File: src/rtl/inst_fetch_unit.sv
// Instruction fetch unit: drives the fetch PC to a combinational instruction ROM,
// captures {Inst, PC} pairs into a prefetch FIFO and hands them to decode with a
// valid/ready handshake. A redirect flushes the FIFO and reloads the PC.
// Optional feature macro: FETCH_ALIGN_CHECK_EN (misaligned-redirect halt + FetchErr).
module inst_fetch_unit #(
  parameter logic [31:0] RESET_PC = 32'h0000_0000,
  parameter int unsigned DEPTH    = 4
) (
  input  logic        Clk,
  input  logic        Clrn,
  output logic [31:0] Addr,
  input  logic [31:0] Inst,
  input  logic        Redirect,
  input  logic [31:0] RedirectPC,
  output logic        OutValid,
  input  logic        OutReady,
  output logic [31:0] OutInst,
  output logic [31:0] OutPC,
  output logic        FetchErr
);

  localparam int unsigned PtrW = $clog2(DEPTH);
  localparam int unsigned CntW = PtrW + 1;
  localparam logic [CntW-1:0] DepthCnt = CntW'(DEPTH);
  localparam logic [CntW-1:0] CntOne   = CntW'(1);
  localparam logic [PtrW-1:0] PtrOne   = PtrW'(1);

  logic [31:0]     r_pc;
  logic [31:0]     r_fifo_inst [DEPTH];
  logic [31:0]     r_fifo_pc   [DEPTH];
  logic [PtrW-1:0] r_wptr;
  logic [PtrW-1:0] r_rptr;
  logic [CntW-1:0] r_count;

  logic w_halt;
  logic w_push;
  logic w_pop;

`ifdef FETCH_ALIGN_CHECK_EN
  typedef enum logic {StFetch, StHalt} state_e;
  state_e r_state;
  state_e w_state_next;

  // FSM state register
  always_ff @(posedge Clk or negedge Clrn) begin
    if (!Clrn) r_state <= StFetch;
    else       r_state <= w_state_next;
  end

  // Any redirect decides the state: misaligned target halts, aligned target resumes
  always_comb begin
    w_state_next = r_state;
    if (Redirect) begin
      w_state_next = (RedirectPC[1:0] != 2'b00) ? StHalt : StFetch;
    end
  end

  assign w_halt   = (r_state == StHalt);
  assign FetchErr = w_halt;
`else
  assign w_halt   = 1'b0;
  assign FetchErr = 1'b0;
`endif

  assign Addr     = r_pc;
  assign OutValid = (r_count != '0) & ~w_halt;
  assign OutInst  = r_fifo_inst[r_rptr];
  assign OutPC    = r_fifo_pc[r_rptr];

  // Redirect blocks both ends; a full FIFO may still push when the head pops
  assign w_pop  = OutValid & OutReady & ~Redirect;
  assign w_push = ~Redirect & ~w_halt & ((r_count < DepthCnt) | w_pop);

  // Fetch PC, pointers and occupancy; redirect has priority over push/pop
  always_ff @(posedge Clk or negedge Clrn) begin
    if (!Clrn) begin
      r_pc    <= RESET_PC;
      r_wptr  <= '0;
      r_rptr  <= '0;
      r_count <= '0;
    end else if (Redirect) begin
      r_pc    <= RedirectPC;
      r_wptr  <= '0;
      r_rptr  <= '0;
      r_count <= '0;
    end else begin
      if (w_push) begin
        r_pc   <= r_pc + 32'd4;
        r_wptr <= r_wptr + PtrOne;
      end
      if (w_pop) begin
        r_rptr <= r_rptr + PtrOne;
      end
      case ({w_push, w_pop})
        2'b10:   r_count <= r_count + CntOne;
        2'b01:   r_count <= r_count - CntOne;
        default: r_count <= r_count;
      endcase
    end
  end

  // FIFO payload storage; contents are qualified by the pointers so no reset needed
  always_ff @(posedge Clk) begin
    if (w_push) begin
      r_fifo_inst[r_wptr] <= Inst;
      r_fifo_pc[r_wptr]   <= r_pc;
    end
  end

endmodule
File: config.mk
export PLATFORM = sky130hd
export DESIGN_NAME = inst_fetch_unit
export DESIGN_NICKNAME = d
export VERILOG_FILES = /design/src/rtl/inst_fetch_unit.sv
export SDC_FILE = /design/constraint.sdc
export NUM_CORES = 1
export LEC_CHECK = 0
export CAP_MARGIN = 0
export CELL_PAD_IN_SITES_DETAIL_PLACEMENT = 0
export CELL_PAD_IN_SITES_GLOBAL_PLACEMENT = 1
export CORE_MARGIN = 3
export CORE_UTILIZATION = 41
export CTS_CLUSTER_SIZE = 20
export DETAILED_ROUTE_END_ITERATION = 10
export DONT_BUFFER_PORTS = 1
export PLACE_DENSITY_LB_ADDON = 0.1
export SETUP_SLACK_MARGIN = 0.4
export SYNTH_ARGS = -nofsm -noshare
export SYNTH_HDL_FRONTEND = slang
export SYNTH_SLANG_ARGS = --single-unit
File: constraint.sdc
create_clock -name Clk -period 5.1 [get_ports Clk]
set_input_delay 0.255 -clock Clk [delete_from_list [all_inputs] [get_ports Clk]]
set_output_delay 0.255 -clock Clk [all_outputs]
set_load 0.01 [all_outputs]
# Yosys cells after proc, flatten, opt, wreduce, memory -nomap -nowiden
# Memories as Yosys holds them, arrays and structs flattened.
# Cells that the tools add are included.
# word_totals
mem_bits_ro,0
mem_bits_rw,256
wordCells,33
mem_count,2
input_bits,68
ff_bits,39
latch_bits,0
# op_classes
mux,10
n_addsub,5
magnitude_cmp,1
n_shift,0
n_mul,0
div,0
n_reduce_logical,4
n_eq_ne,2
n_bitwise,5
# memory_table
memory,depth,word_bits,read_ports,rd_ports_with_merged_regs,wr,line_no,rtl
r_fifo_inst,4,32,1,0,1,29,logic [31:0] r_fifo_inst [DEPTH];
r_fifo_pc,4,32,1,0,1,30,logic [31:0] r_fifo_pc [DEPTH];
# op_table
operator,n
32-bit 2-to-1 mux,2
32-bit by 3-bit adder with 32-bit output (second input constant),1
2-bit 2-to-1 mux,4
3-bit case mux with 2 select lines,1
3-bit nonzero test,2
2-bit by 1-bit adder with 2-bit output (second input constant),2
2-bit nonzero test,2
3-bit by 1-bit adder with 3-bit output (second input constant),1
1-bit bitwise AND,3
3-bit less-than comparator (second input constant),1
3-bit 2-to-1 mux,1
3-bit by 1-bit subtractor with 3-bit output (second input constant),1
2-bit by 1-bit equality test with 1-bit output (second input constant),1
2-bit equality test (second input constant),1
1-bit 2-to-1 mux,2
1-bit inverter,1
1-bit OR,1

# Logic depth before layout (Yosys ltp)
# Gate-level depths: netlist of the first run.
# depth
word_depth,8
depth_mapped,7
ltp_nobuf,5

# Worst setup path after synthesis of the first run
# Ideal clock, no wire load.
# synth_path
kind,register to register
from,reg r_count[2]
to,"mem r_fifo_inst[0][0], enable pin"
synth_period_minus_slack_ns,2.929
stages_incl_launch_ff,5
t_arrival_ns,2.499
required_ns,4.671
n_path_buf,2
slack_ns,2.171
path_cell_list,dfrtp_1 > buf_6 > nand2b_1 > clkbuf_1 > and3_1
# synth_via
elab_chain_cells,7
# synth_lines
item,line_no,rtl
"start, declared",33,logic [CntW-1:0] r_count;
"start signal, assigned",95,2'b10: r_count <= r_count + CntOne;
"start signal, assigned",96,2'b01: r_count <= r_count - CntOne;
"start signal, assigned",97,default: r_count <= r_count;
3-bit nonzero test,66,assign OutValid = (r_count != '0) & ~w_halt;
1-bit bitwise AND (2 in series),71,assign w_pop = OutValid & OutReady & ~Redirect;
1-bit OR (*),72,assign w_push = ~Redirect & ~w_halt & ((r_count < DepthCnt) | w_pop);
1-bit bitwise AND (*),72,
1-bit 2-to-1 mux (*),104,if (w_push) begin
1-bit 2-to-1 mux (implied by the code) (*),105,r_fifo_inst[r_wptr] <= Inst;
"end, declared",29,
# Mark *: on every way between the ends. The rest lies on a longest branch, timed or not.

# Worst setup path in the final report of the first run
# layout_path
from,reg r_rptr[0]
to,out OutPC[22]
# layout_via
elab_chain_cells,1
# layout_lines
item,line_no,rtl
"start, declared",32,logic [PtrW-1:0] r_rptr;
"start signal, assigned",92,r_rptr <= r_rptr + PtrOne;
memory read 4 x 32 bit,n/a,
"end, declared",18,"output logic [31:0] OutPC,"
# No other way between the ends.

==> summary.txt, run 1 <==
Run status
  • Status: complete, no violations

Floorplanning
  • IO Pins: roughly 170
  • FP Rows: 60
  • Die W: approximately 170 µm
  • Core area: 27300 µm²
  • Die Ht: about 170 µm
  • DIE AREA: 30200 µm²
  • Starting Density: between 40% and 50%

Placed design
  • # port buffers: 0
  • GP Congestion: approximately 0.76
  • HPWL after detailed placement: about 15 mm

Route
  • DR WL/cell: between 20 and 25 µm
  • Routed Wire Length: 24.7 mm
  • Vias: slightly below 6000
  • DR vias/cell: roughly 5.5
  • ANT nets after route: 0
  • Initial DRC count: between 300 and 400
  • DR DRC count: 0
  • Drt first pass iters: 4

Clocking
  • TritonCTS buffer count: 31
  • Clock transition at the registers of the reported paths: 0.06 ns
  • Clock buffer depth: 3
  • Clk Latency, worst-skew pair: between 0.5 and 0.6 ns
  • Clock sinks: around 300
  • TritonCTS clock tree: done
  • Root buffer cell: clkbuf_16
  • Total setup buffers inserted after CTS: 0
  • H-tree depth: 1

Logic synthesis
  • Synth Area per Inst: 19.5 µm²
  • Number of library cell types mapped by synthesis: 43
  • Sequential share of the synthesized area: approximately 75%
  • Synth Warn #: 0
  • Cell area after synthesis: around 12000 µm²
  • Post-Syn Instances: 590
  • Synthesized flop and latch total: between 200 and 300

STA
  • Fin. Hold Viols: 0
  • Final Cycle Share: about three fifths
  • Peak Freq: between 300 and 400 MHz
  • Total negative setup slack: 0 ns
  • Final Slew Violations: 0
  • # setup viols final: 0
  • Unrepaired setup endpoints after global routing: false
  • Worst rel slew slack: between 10% and 20%
  • WHS: around 0.16 ns
  • Fin crit period: ~3 ns
  • Worst slew pin tran: 1.21 ns
  • Clk_skew: 0.00861 ns

Worst setup path
  • CP max-delay cell: dfrtp_4
  • CP cell instances: buf_4 > mux4_2
  • CP Class: register to primary output
  • CP max FO: roughly 50
  • Startpoint Class: register
  • CP peak stage delay: approximately 1.1 ns
  • Reg2Reg Depth: 4
  • Arrival time at the worst endpoint: 2.76 ns
  • WP data required: around 4.9 ns
  • CP Capture Type: primary output

Global route
  • First-pass GRT wire length: 37.8 mm
  • GRT overflow: 0
  • Initial antenna violation count: 0
  • Gr usage total: 16.1%
  • Largest net degree at the start of global routing: 66
  • Vias in the first global route: approximately 6200

Cells and area
  • Syn-to-layout area delta: 17.3%
  • Filler Cells Inserted: about 2300
  • Layout Nets: between 700 and 800
  • Fraction of layout cells with a size suffix above 1: between 10% and 20%

Power
  • Power per cell area: 474 nW/µm²
  • Leak: 4.30 nW
  • Worst vdd ir: roughly 0.25 mV

Job
  • Max-cap viol count: 0

Min path
  • Hold path cells: 4
  • Worst min path class: primary input to register
[placed cells by master (no fill, tap or decap), drive strengths merged, types with 2 or more instances in the layout]
| cell type | instances |
|---|---|
| edfxtp | 256 |
| dlygate4sd3 | 68 |
| mux4 | 64 |
| clkbuf | 42 |
| dfrtp | 39 |
| nand2 | 26 |
| nor2 | 25 |
| a31oi | 17 |
| o21ai | 15 |
| or4 | 15 |
| o31ai | 14 |
| clkinv | 11 |
| nand3 | 9 |
| and3 | 9 |
| inv | 8 |
| xnor2 | 7 |
| nand4 | 7 |
| xor2 | 6 |
| ha | 5 |
| o2111ai | 5 |
| or3 | 4 |
| and4 | 4 |
| a21oi | 3 |
| clkinvlp | 3 |
| buf | 3 |
| nand2b | 2 |
| mux2 | 2 |
| or2 | 2 |
| o311ai | 2 |
| a2111oi | 2 |
| conb | 2 |
[per-layer routing]
layer	vias up	global-route usage (%)	share of wire, %
met1	3080	21.5	42
met3	34	3.70	6.0
met4	0	3.22	1.4
li1	2564	-	-
met2	170	27.5	50
met5	-	0	0
[registers in the layout, summed over array words and instances (netlist names)]
signal,count
r_wptr,2
r_fifo_pc,128
r_count,3
r_fifo_inst,128
r_rptr,2
Addr,32
[worst max-delay path, delay by kind of cell, from the launching register on]
kind,cells,cell delay (ns)
buf+inv,1,0.47
flops,1,1.12
mux,1,0.62
[worst paths after layout]
check | start | end | slack, ns
worst max register to register | Addr[7] | Addr[26] | 2.53
worst max-delay path | r_rptr[0] | OutPC[22] | 2.09
min in group asynchronous | Clrn | Addr[22] | 0.26
worst min register to register | r_count[1] | r_count[1] | 0.62
max in group asynchronous | Clrn | r_rptr[0] | 4.63
worst min-delay path | OutReady | r_rptr[1] | 0.16
[cells in the mapped netlist]
| cell | number | area (µm²) |
|---|---|---|
| o211ai_1 | 1 | 7.51 |
| ha_1 | 5 | 62.6 |
| inv_1 | 7 | 26.3 |
| inv_6 | 1 | 8.76 |
| and4_1 | 4 | 35.0 |
| fa_1 | 1 | 20.0 |
| buf_2 | 7 | 35.0 |
| conb_1 | 1 | 3.75 |
| o2111ai_1 | 3 | 26.3 |
| or3_1 | 4 | 25.0 |
| buf_4 | 2 | 15.0 |
| a2111oi_0 | 2 | 17.5 |
| edfxtp_1 | 256 | 7690 |
| a211oi_1 | 1 | 7.51 |
| and3_1 | 7 | 43.8 |
| o31ai_1 | 14 | 105 |
| dfrtp_1 | 39 | 976 |
| o2111ai_2 | 1 | 15.0 |
| a21oi_1 | 3 | 15.0 |
| mux2i_1 | 1 | 10.0 |
| a31oi_1 | 17 | 106 |
| xnor2_1 | 7 | 61.3 |
| buf_6 | 3 | 33.8 |
| and3_2 | 2 | 15.0 |
| a211o_1 | 1 | 8.76 |
| o311ai_0 | 2 | 17.5 |
| or4_1 | 15 | 113 |
| nand2_1 | 26 | 97.6 |
| and2_1 | 1 | 6.26 |
| nand2b_1 | 2 | 12.5 |
| mux4_2 | 64 | 1440 |
| xor2_1 | 6 | 52.6 |
| o21ai_0 | 15 | 75.1 |
| or2_2 | 2 | 12.5 |
| and2b_4 | 1 | 10.0 |
| nand3_1 | 9 | 45.0 |
| nor2_1 | 25 | 93.8 |
| clkbuf_1 | 17 | 63.8 |
| o2111ai_4 | 1 | 26.3 |
| o31a_1 | 1 | 8.76 |
| buf_1 | 4 | 15.0 |
| mux2_2 | 2 | 22.5 |
| nand4_1 | 7 | 43.8 |
[where the power goes]
part           switching, W  internal [W]
logic              0.000577      0.000497
registers          0.000307       0.00297
clock network      0.000880       0.00118
[repair_timing]
action,4_1_cts,5_1_grt
hold buffers,70,0
hold endpoints to repair,206,0
gates resized for setup,0,0
[metrics by stage]
step | power, W | std cells | cell area (µm²) | utilization, % | setup slack (ns)
after floorplan | 0.00405 | 591 | 11500 | - | 2.17
after global placement | 0.00434 | 931 | 11900 | 43.4 | 2.48
after detailed placement | 0.00437 | 931 | 11900 | 43.4 | 2.42
after CTS | 0.00651 | 1058 | 13500 | 49.5 | 1.92
after global routing | 0.00670 | 1058 | 13500 | 49.5 | 1.77
final | 0.00641 | 1059 | 13500 | 49.5 | 2.09
[kinds of logic after synthesis]
family / after synthesis / share of synthesized area [%]
buf+inv: 41 / 1.72
flops: 295 / 75.2
fa+ha+maj: 6 / 0.717
mux: 67 / 12.8
other cells: 1 / 0.0325
compound gates: 62 / 3.79
simple gates: 105 / 4.80
xor+xnor: 13 / 0.988
[cell type report]
cell class | count | area, µm² | area share, %
Timing Repair Buffer | 71 | 736 | 5.44
Multi-Input combinational cell | 255 | 2690 | 19.9
Antenna cell | 1 | 2.50 | 0.0185
Sequential cell | 295 | 8670 | 64.1
Clock inverter | 15 | 100 | 0.740
Clock buffer | 42 | 827 | 6.12
Tap cell | 372 | 465 | 3.44
Inverter | 8 | 35.0 | 0.259
No activity file was read; power rests on OpenSTA's default activity.
==> run 2: changes to the inputs <==
==> constraint.sdc (replaced) <==
create_clock -name Clk -period 3 [get_ports Clk]
set_input_delay 0.15 -clock Clk [delete_from_list [all_inputs] [get_ports Clk]]
set_output_delay 0.15 -clock Clk [all_outputs]
set_load 0.01 [all_outputs]
==> summary.txt, run 2 (synthesis gave the netlist of run 1 again) <==
Cells and area
  • Multi-input combinational cell area: approximately 2700 µm²
  • Fraction of layout cells with a size suffix above 1: 20.0%
  • Filler Cells Inserted: 2278
  • Most frequent cells in the layout: 256 x edfxtp_1, 69 x dlygate4sd3_1, 64 x mux4_2, 37 x dfrtp_1, 31 x clkbuf_16
  • Util after Layout: between 50% and 60%
  • Syn-to-layout area delta: 19.8%
  • Post-route non-filler standard cell count: 1071
  • Number of antenna diodes: 0
  • Sequential Area: roughly 8700 µm²
  • Layout Nets: 749
  • Commonest non-fill, non-tap cell in the layout: edfxtp_1

Job
  • Max-cap viol count: 0

Global route
  • Initial antenna violation count: 0
  • First-pass GRT wire length: between 30 and 40 mm
  • Vias in the first global route: 6212
  • GRT overflow: 0
  • Largest net degree at the start of global routing: 40
  • Gr usage total: about 16%

Floorplanning
  • DIE AREA: just over 30000 µm²
  • Core area: between 20000 and 30000 µm²
  • FP Rows: 60
  • Starting Density: about 42%
  • IO Pins: ~170
  • Die W: approximately 170 µm
  • Die Ht: 174 µm

Route
  • Initial DRC count: approximately 270
  • DR DRC count: 0
  • ANT nets after route: 0
  • DR vias/cell: about 5.4
  • Wire length on met1: 10.4 mm
  • Routed length on met2: ~12 mm
  • DR WL met3: 1.59 mm
  • Drt first pass iters: 4
  • Top layer in use: met4
  • Routed Wire Length: about 24 mm
  • DR WL/cell: between 20 and 25 µm
  • Vias: between 5000 and 6000

STA
  • # setup viols final: 0
  • Final Cycle Share: ~80%
  • Fin. Hold Viols: 0
  • Peak Freq: slightly above 400 MHz
  • Final Slew Violations: 0
  • Unrepaired setup endpoints after global routing: false
  • Fin crit period: 2.41 ns
  • Clk_skew: roughly 0.015 ns
  • Total negative setup slack: 0 ns
  • Worst slew pin tran: ~0.7 ns
  • Worst rel slew slack: a little over half

Clocking
  • Root buffer cell: clkbuf_16
  • Total setup buffers inserted after CTS: 0
  • Post-CTS sizing: 0
  • TritonCTS buffer count: 30
  • Clock transition at the registers of the reported paths: ~0.07 ns
  • Clock buffer depth: 3
  • H-tree depth: 1
  • Clock sinks: 295
  • TritonCTS clock tree: done
  • Clk Latency, worst-skew pair: roughly 0.54 ns

Worst setup path
  • CP max-delay cell: dfrtp_4
  • CP Class: register to primary output
  • Arrival time at the worst endpoint: between 2 and 2.5 ns
  • WP data required: between 2 and 3 ns
  • Crit path buf inv count: 1
  • CP peak stage delay: approximately 0.78 ns
  • CP top delay family: flip-flops
  • CP Capture Type: primary output
  • CP max FO: 24
  • CP cell instances: buf_12 > mux4_2
  • Startpoint Class: register

Placed design
  • GP Congestion: ~0.76
  • Dpl cells: 944
  • HPWL after detailed placement: ~15 mm
  • # port buffers: 0

Power
  • Worst vdd ir: ~0.38 mV
  • Total Power: 0.0111 W
  • Pint: 0.00813 W
  • Clock power frac: ~33%
  • Combinational share of power: between 10% and 20%
  • Power per cell area: around 800 nW/µm²
  • Leak: 4.44 nW
  • Net Sw Frac: ~27%
  • P_sw: between 0.002 and 0.003 W
  • Share of power burned in registers: about half

Run status
  • Status: complete, no violations

Min path
  • Worst min path class: primary input to register
==> run 2: cell types whose count changed in the layout (fill, tap and decap cells not counted) <==
cell / before / now
clkbuf_1: 10 / 9
clkinv_1: 6 / 3
clkinvlp_4: 3 / 2
inv_6: 1 / 2
dlygate4sd3_1: 68 / 69
diode_2: 1 / 0
buf_12: 1 / 12
clkbuf_8: 1 / 3
bufinv_16: 1 / 2
buf_4: 1 / 3
==> run 2: final timing paths <==
| kind | from | endpoint | slack [ns] | depth (start not counted) |
|---|---|---|---|---|
| max | r_rptr[0] | OutPC[15] | 0.59 | 2 |
| min | OutReady | Addr[11] | 0.06 | 4 |
| max reg2reg | Addr[5] | Addr[31] | 0.73 | 4 |
| min reg2reg | Addr[1] | r_fifo_pc[1][1] | 0.63 | 0 |
| max in group asynchronous | Clrn | r_rptr[1] | 2.66 | 2 |
| min in group asynchronous | Clrn | Addr[4] | 0.09 | 2 |
==> run 2: final cells by class <==
cell class	count	share of cell area [%]
Timing Repair Buffer	85	7.10
Tap cell	372	3.37
Sequential cell	295	62.8
Clock buffer	43	6.16
Multi-Input combinational cell	255	19.5
Clock inverter	13	0.870
Inverter	8	0.254
==> run 2: worst register-to-register path, delay by kind of cell, from the launching register on <==
kind,cells,cell delay (ns)
compound gates,2,0.60
flops,1,0.57
simple gates,2,1.02
==> run 2: layer usage <==
| metal | track usage, % | up-vias |
|---|---|---|
| met3 | 4.42 | 29 |
| met2 | 26.5 | 145 |
| li1 | - | 2590 |
| met1 | 21.6 | 3026 |
| met4 | 3.12 | 0 |
| met5 | 0 | - |
==> run 2: through the flow <==
stage               cell area [µm²]  setup slack (ns)  hold WS [ns]
floorplan                     11500             0.775        -0.146
CTS                           13800             0.481        0.0150
detailed placement            12100             0.743        -0.144
finish                        13800             0.589        0.0618
global route                  13800             0.409        0.0783
global placement              12100             0.809        -0.144
==> run 2: power groups by stage <==
stage | clock network (W) | logic (W) | registers, W
floorplan | 0 | 0.00157 | 0.00529
global placement | 0 | 0.00200 | 0.00549
detailed placement | 0 | 0.00201 | 0.00553
CTS | 0.00373 | 0.00214 | 0.00544
global route | 0.00389 | 0.00224 | 0.00550
finish | 0.00362 | 0.00206 | 0.00542
==> run 2: what timing repair did <==
| item | CTS | global route |
|---|---|---|
| hold endpoints to repair | 206 | 0 |
| hold buffers | 71 | 0 |
| setup endpoints to repair | 0 | 0 |
